[src/rtl/display_scanner.sv]
// Converts an 8-bit binary value to three BCD digits (one double-dabble step per cycle)
// and time-multiplexes them onto a 4-position common-anode display with leading-zero blanking.
module display_scanner #(
  parameter int REFRESH_DIV = 100000
) (
  input  logic       clk,
  input  logic       rst_n,
  input  logic [7:0] value_in,
  input  logic       value_valid,
  output logic       busy,
  output logic [3:0] digit,
  output logic [3:0] AN
);

  localparam logic [1:0] IDLE    = 2'd0;
  localparam logic [1:0] CONVERT = 2'd1;
  localparam logic [1:0] DONE    = 2'd2;

  localparam logic [19:0] REFRESH_LAST = 20'(REFRESH_DIV - 1);

  logic [1:0]  state_reg;
  logic [7:0]  shift_reg;
  logic [11:0] bcd_reg;
  logic [2:0]  step_reg;
  logic [3:0]  ones_reg;
  logic [3:0]  tens_reg;
  logic [3:0]  hund_reg;
  logic [19:0] refresh_reg;
  logic [1:0]  sel_reg;

  logic [11:0] bcd_adj;
  logic [19:0] dd_next;

  // Add-3 correction on each BCD nibble before the shift.
  for (genvar gi = 0; gi < 3; gi++) begin : g_adj
    assign bcd_adj[gi*4 +: 4] = (bcd_reg[gi*4 +: 4] >= 4'd5) ?
                                (bcd_reg[gi*4 +: 4] + 4'd3) : bcd_reg[gi*4 +: 4];
  end

  assign dd_next = {bcd_adj[10:0], shift_reg, 1'b0};
  assign busy    = (state_reg != IDLE);

  always_ff @(posedge clk or negedge rst_n) begin
    if (!rst_n) begin
      state_reg <= IDLE;
      shift_reg <= 8'd0;
      bcd_reg   <= 12'd0;
      step_reg  <= 3'd0;
      ones_reg  <= 4'd0;
      tens_reg  <= 4'd0;
      hund_reg  <= 4'd0;
    end else begin
      case (state_reg)
        IDLE: begin
          if (value_valid) begin
            shift_reg <= value_in;
            bcd_reg   <= 12'd0;
            step_reg  <= 3'd0;
            state_reg <= CONVERT;
          end
        end
        CONVERT: begin
          bcd_reg   <= dd_next[19:8];
          shift_reg <= dd_next[7:0];
          step_reg  <= step_reg + 3'd1;
          if (step_reg == 3'd7) begin
            state_reg <= DONE;
          end
        end
        DONE: begin
          // Display registers change only here, so partial results never show.
          hund_reg  <= bcd_reg[11:8];
          tens_reg  <= bcd_reg[7:4];
          ones_reg  <= bcd_reg[3:0];
          state_reg <= IDLE;
        end
        default: state_reg <= IDLE;
      endcase
    end
  end

  always_ff @(posedge clk or negedge rst_n) begin
    if (!rst_n) begin
      refresh_reg <= 20'd0;
      sel_reg     <= 2'd0;
    end else if (refresh_reg == REFRESH_LAST) begin
      refresh_reg <= 20'd0;
      sel_reg     <= sel_reg + 2'd1;
    end else begin
      refresh_reg <= refresh_reg + 20'd1;
    end
  end

  always_comb begin
    digit = 4'd0;
    AN    = 4'b1111;
    case (sel_reg)
      2'd0: begin
        digit = ones_reg;
        AN    = 4'b1110;
      end
      2'd1: begin
        digit = tens_reg;
        if ((hund_reg != 4'd0) || (tens_reg != 4'd0)) AN = 4'b1101;
      end
      2'd2: begin
        digit = hund_reg;
        if (hund_reg != 4'd0) AN = 4'b1011;
      end
      default: begin
        digit = 4'd0;
        AN    = 4'b1111;
      end
    endcase
  end

endmodule

[config.mk]
export PLATFORM = sky130hd
export DESIGN_NAME = display_scanner
export DESIGN_NICKNAME = d
export VERILOG_FILES = /design/src/rtl/display_scanner.sv
export SDC_FILE = /design/constraint.sdc
export NUM_CORES = 1
export LEC_CHECK = 0
export ABC_AREA = 0
export CAP_MARGIN = 20
export CORE_AREA = 4 4 83 85
export DETAILED_ROUTE_END_ITERATION = 8
export DIE_AREA = 0 0 87 89
export PLACE_DENSITY = 0.66
export RECOVER_POWER = 100
export SLEW_MARGIN = 20
export SYNTH_ARGS = -nofsm -noshare
export SYNTH_HDL_FRONTEND = slang
export SYNTH_SLANG_ARGS = --single-unit
[constraint.sdc]
create_clock -name clk -period 5.3 [get_ports clk]
set_input_delay 1.06 -clock clk [delete_from_list [all_inputs] [get_ports clk]]
set_output_delay 1.06 -clock clk [all_outputs]
set_load 0.01 [all_outputs]
==> flow_summary.toml, run 1 <==
[drt]
ant_nets = 0
vias = 2076
route.detailed.drc = 0
drt-initial-drc-count = 140
wirelength_um = 5280
routedWlPerCell_um = 13.7
dr.pass1.iters = 4
vias_per_cell = 5.41

[placed_design]
place_hpwl_um = 3600
gp_congestion = 0.867
placed_cell_area_um2 = 3160
port_buffers = 18
post-place-ws_ns = 2.59

[setup_path]
slowest_delay_ns = 0.61
critPathArrivalTime_ns = 2.14
cp-start-kind = "flop"
crit_chain = "inv_1 > ha_1 > a222oi_1 > nor2_1 > dlygate4sd3_1"
critPathMaxFanout = 6
crit_family = "buffers and inverters"
critPathSlowestCell = "dlygate4sd3_1"
worst_ep_required_time_ns = 4.24
cp_num_buf_inv = 2
worstSetupEndpointType = "output pin"
critical_path_class = "flop to output pin"
regToRegSetupSlack_ns = 3.23

[global_route]
antenna_found_initial = 0
grt_pass1_wl_um = 9520
grt_max_degree = 60
grt.total_usage = 0.159
grt-ovfl-total = 0
first_global_vias = 2012

[sta]
timing.slew.headroom = 0.316
drv_slew = 0
rsz0062_at_grt = "false"
setup_tns_ns = 0
worst_slack_ns = 2.10
fmaxAchievable_ghz = 0.312
min_period_ns = 3.20
fin_crit_sh = 0.604
setup_viol = 0
tightestPinTransition_ns = 1.02
hold_viol_final = 0
finClkSkew_ns = 0.00890

[cells_and_area]
drive_above_1_share = 0.121
areaGrowthSynthToFinish_pct = 15.9
layout.nets = 327
largest_reg_flops = 20
diodes = 0
final_core_util = 0.543
stdcell_area_um2 = 3370

[clock_network]
cts_setup_buffers = 0
tritoncts = "built"
hold_buffers = 0
path_clk_slew_ns = 0.07
insertion_delay_ns = 0.34
clockBufferDepth = 2
h-tree-depth = 3
cts_buffers = 9
cts_resized = 0
cts-root-buf = "clkbuf_8"
cts_num_sinks = 59

[run_status]
status = "complete, no violations"

[power]
leakage_nw = 1.48
vdd_drop_max_v = 0.000251
p_per_area_nw_per_um2 = 462

[yosys]
mappedNetlistNets = 305
yosysTopAreaCell = "dfrtp_1"
yosysWarnings = 0
synth_cell_types = 35
synth_seq_cells = 59
netlist.area_leader.share = 0.507
netlist_instances = 280
synthFlopType = "dfrtp_1"
postSynth.asyncResetShare = 1.00
synth_edf_count = 0
syn_area_um2 = 2910
seq_area_frac_synth = 0.507
avgSynthCellArea_um2 = 10.4
yosys-top-cells-area = "dfrtp_1 (51%), ha_1 (6.0%), mux2_2 (5.8%)"

[die]
core_area_um2 = 6200
start_util = 0.469
die_h_um = 89
io_pins = 20
num_rows = 29
die_area_um2 = 7740
die_x_um = 87

[job]
cap_violations = 0

[hold_path]
hp-class = "flop to flop"
==> worst paths after layout <==
kind                                 from              to  cells after the start
setup / recovery               sel_reg[1]        digit[3]                      5
hold / removal               shift_reg[7]    shift_reg[7]                      2
setup reg to reg           refresh_reg[0]  refresh_reg[7]                      5
hold reg to reg              shift_reg[7]    shift_reg[7]                      2
max in group asynchronous           rst_n  refresh_reg[5]                      2
min in group asynchronous           rst_n    shift_reg[0]                      2
==> power by group <==
group	switching (mW)	internal (mW)	total (mW)
combinational	0.197	0.209	0.406
sequential	0.119	0.570	0.689
clock	0.174	0.288	0.462
==> final cells by class <==
class                      instances  area (um2)
multi-input combinational        199        1340
clock inverter                     5        75.1
sequential                        59        1480
timing repair buffer              21         190
tap                               77        96.3
inverter                          12        45.0
clock buffer                      11         151
fill                             554        2830
==> routing by layer <==
layer / wire length [um] / vias up / track usage
li1: - / 1018 / -
met1: 2680 / 1006 / 0.227
met2: 2310 / 43 / 0.222
met3: 219 / 9 / 0.0479
met4: 69 / 0 / 0.0694
met5: 0 / - / 0
==> metrics by stage <==
step	hold WS [ns]	cells	power (mW)
detailed placement	0.471	368	1.12
global route	0.521	384	1.67
finish	0.482	384	1.56
global placement	0.463	368	1.10
floorplan	0.447	280	0.974
CTS	0.486	384	1.58
==> worst register-to-register path, delay by kind of cell (launching register included) <==
kind	cells	cell delay, ns
buf+inv	1	0.44
fa+ha+maj	1	0.22
flops	1	0.39
simple gates	3	0.90
==> synth_stat cells (all sizes together) (6+ instances only) <==
cell	n
nor3b	6
ha	14
nand3	12
o21ai	20
xnor2	16
nor2	18
inv	12
nand4	6
nor3	7
dfrtp	59
nand2	29
nor4	6
nand2b	6
xor2	7
clkbuf	8
mux2	15
a21oi	13
==> kinds of logic after synthesis <==
family,synth area share
and+or+nand+nor,0.174
DFF,0.507
AOI/OAI and AO/OA,0.0954
xor gates and xnor gates,0.0692
buffers and inverters,0.0310
muxes,0.0615
adders and majority gates,0.0602
other,0.00129
==> layout by cell type (no fill, tap or decap), types with 7 or more instances in the layout <==
cell type / instances
dfrtp_1: 59
mux2_2: 15
a21oi_1: 12
nand2_1: 28
nor2_1: 18
nor3_1: 7
clkdlybuf4s50_1: 8
nand3_1: 12
inv_1: 12
xor2_1: 7
dlygate4sd3_1: 9
clkbuf_8: 11
o21ai_0: 20
ha_1: 14
xnor2_1: 16
(Power assumes the default switching activity.)
==> run 2, diff against run 1 <==
==> constraint.sdc (replaced) <==
create_clock -name clk -period 3.1 [get_ports clk]
set_input_delay 0.62 -clock clk [delete_from_list [all_inputs] [get_ports clk]]
set_output_delay 0.62 -clock clk [all_outputs]
set_load 0.01 [all_outputs]
==> flow_summary.toml, run 2 (same netlist as run 1, synthesis figures left out) <==
[power]
p_per_area_nw_per_um2 = 802
leakage_nw = 1.49
vdd_drop_max_v = 0.000368

[setup_path]
worstSetupEndpointType = "output pin"
critPathArrivalTime_ns = 2.11
crit_chain = "inv_1 > ha_1 > a2111o_1 > dlygate4sd3_1"
critical_path_class = "flop to output pin"
critPathSlowestCell = "dlygate4sd3_1"
worst_ep_required_time_ns = 2.48
critPathMaxFanout = 6
cp-start-kind = "flop"
r2r_cells = 5
slowest_delay_ns = 0.61

[drt]
vias_per_cell = 5.34
met1_length_um = 2700
dr.pass1.iters = 4
wirelength_um = 5390
met3_length_um = 188
wl_met2_um = 2390
route.detailed.drc = 0
routedWlPerCell_um = 13.9
top_layer_used = "met4"
vias = 2072
drt-initial-drc-count = 113
ant_nets = 0

[sta]
fmaxAchievable_ghz = 0.366
rsz0062_at_grt = "false"
tightestPinTransition_ns = 1.47
min_period_ns = 2.73
timing.slew.headroom = 0.0182
finClkSkew_ns = 0.00571
setup_tns_ns = 0
fin_crit_sh = 0.880
drv_slew = 0
hold_viol_final = 0
setup_viol = 0

[cells_and_area]
stdcell_area_um2 = 3400
areaGrowthSynthToFinish_pct = 16.9
mostFrequentLayoutCell = "dfrtp_1"
drive_above_1_share = 0.113
layout.nets = 331
diodes = 0
final_cell_mix = "dfrtp_1 (59), nand2_1 (28), o21ai_0 (20), nor2_1 (18), xnor2_1 (16)"
final_core_util = 0.548
largest_reg_flops = 20

[clock_network]
cts_setup_buffers = 0
h-tree-depth = 3
cts_num_sinks = 59
insertion_delay_ns = 0.32
cts_buffers = 9
hold_buffers = 0
cts-root-buf = "clkbuf_8"
tritoncts = "built"
path_clk_slew_ns = 0.07
clockBufferDepth = 2
cts_resized = 0

[die]
core_area_um2 = 6200
die_h_um = 89
start_util = 0.469
num_rows = 29
die_area_um2 = 7740
die_x_um = 87
io_pins = 20

[global_route]
antenna_found_initial = 0
first_global_vias = 2013
grt.total_usage = 0.158
grt_max_degree = 29
grt-ovfl-total = 0
grt_pass1_wl_um = 9520

[run_status]
status = "complete, no violations"

[job]
cap_violations = 0

[placed_design]
port_buffers = 18
gp_congestion = 0.895
placed_cell_area_um2 = 3190
place_hpwl_um = 3840

[hold_path]
hp-class = "primary input to async pin"
## run 2: power by group
group          total, mW  internal, mW  switching, mW  leakage, nW
combinational      0.741         0.367          0.374        0.600
sequential          1.15         0.976          0.176        0.762
clock              0.835         0.553          0.281        0.123
total               2.73          1.90          0.831         1.49
## run 2: area by class of cell
| cell class | count | area, um2 |
|---|---|---|
| Fill cell | 541 | 2800 |
| Inverter | 12 | 45.0 |
| Timing Repair Buffer | 25 | 204 |
| Tap cell | 77 | 96.3 |
| Sequential cell | 59 | 1480 |
| Clock buffer | 11 | 141 |
| Multi-Input combinational cell | 199 | 1340 |
| Clock inverter | 5 | 100 |
## run 2: per-stage QoR
stage	hold WS [ns]	instances	worst slack [ns]	total power, mW
after floorplan	0.324	280	1.36	1.67
after global placement	0.465	372	0.900	1.90
after detailed placement	0.475	372	0.836	1.93
after global routing	0.474	388	0.254	2.92
after CTS	0.207	388	0.470	2.79
final	0.405	388	0.371	2.73
## run 2: final timing paths
check | startpoint | end | slack [ns]
max reg2reg | refresh_reg[0] | sel_reg[0] | 0.94
min reg2reg | refresh_reg[19] | refresh_reg[19] | 0.48
max in group asynchronous | rst_n | refresh_reg[15] | 0.83
min in group clk | refresh_reg[19] | refresh_reg[19] | 0.48
max | sel_reg[0] | AN[2] | 0.37
min | rst_n | shift_reg[0] | 0.40
## run 2: per-layer routing
metal  GRT usage  up-vias
li1            -     1030
met1       0.224      991
met2       0.231       40
met3      0.0295       11
met4      0.0793        0
met5           0        -
## run 2: critical path, delay by kind of cell, from the launching register on
kind	cells	cell delay, ns
buf+inv	2	0.72
compound gates	1	0.41
flops	1	0.38
fa+ha+maj	1	0.28
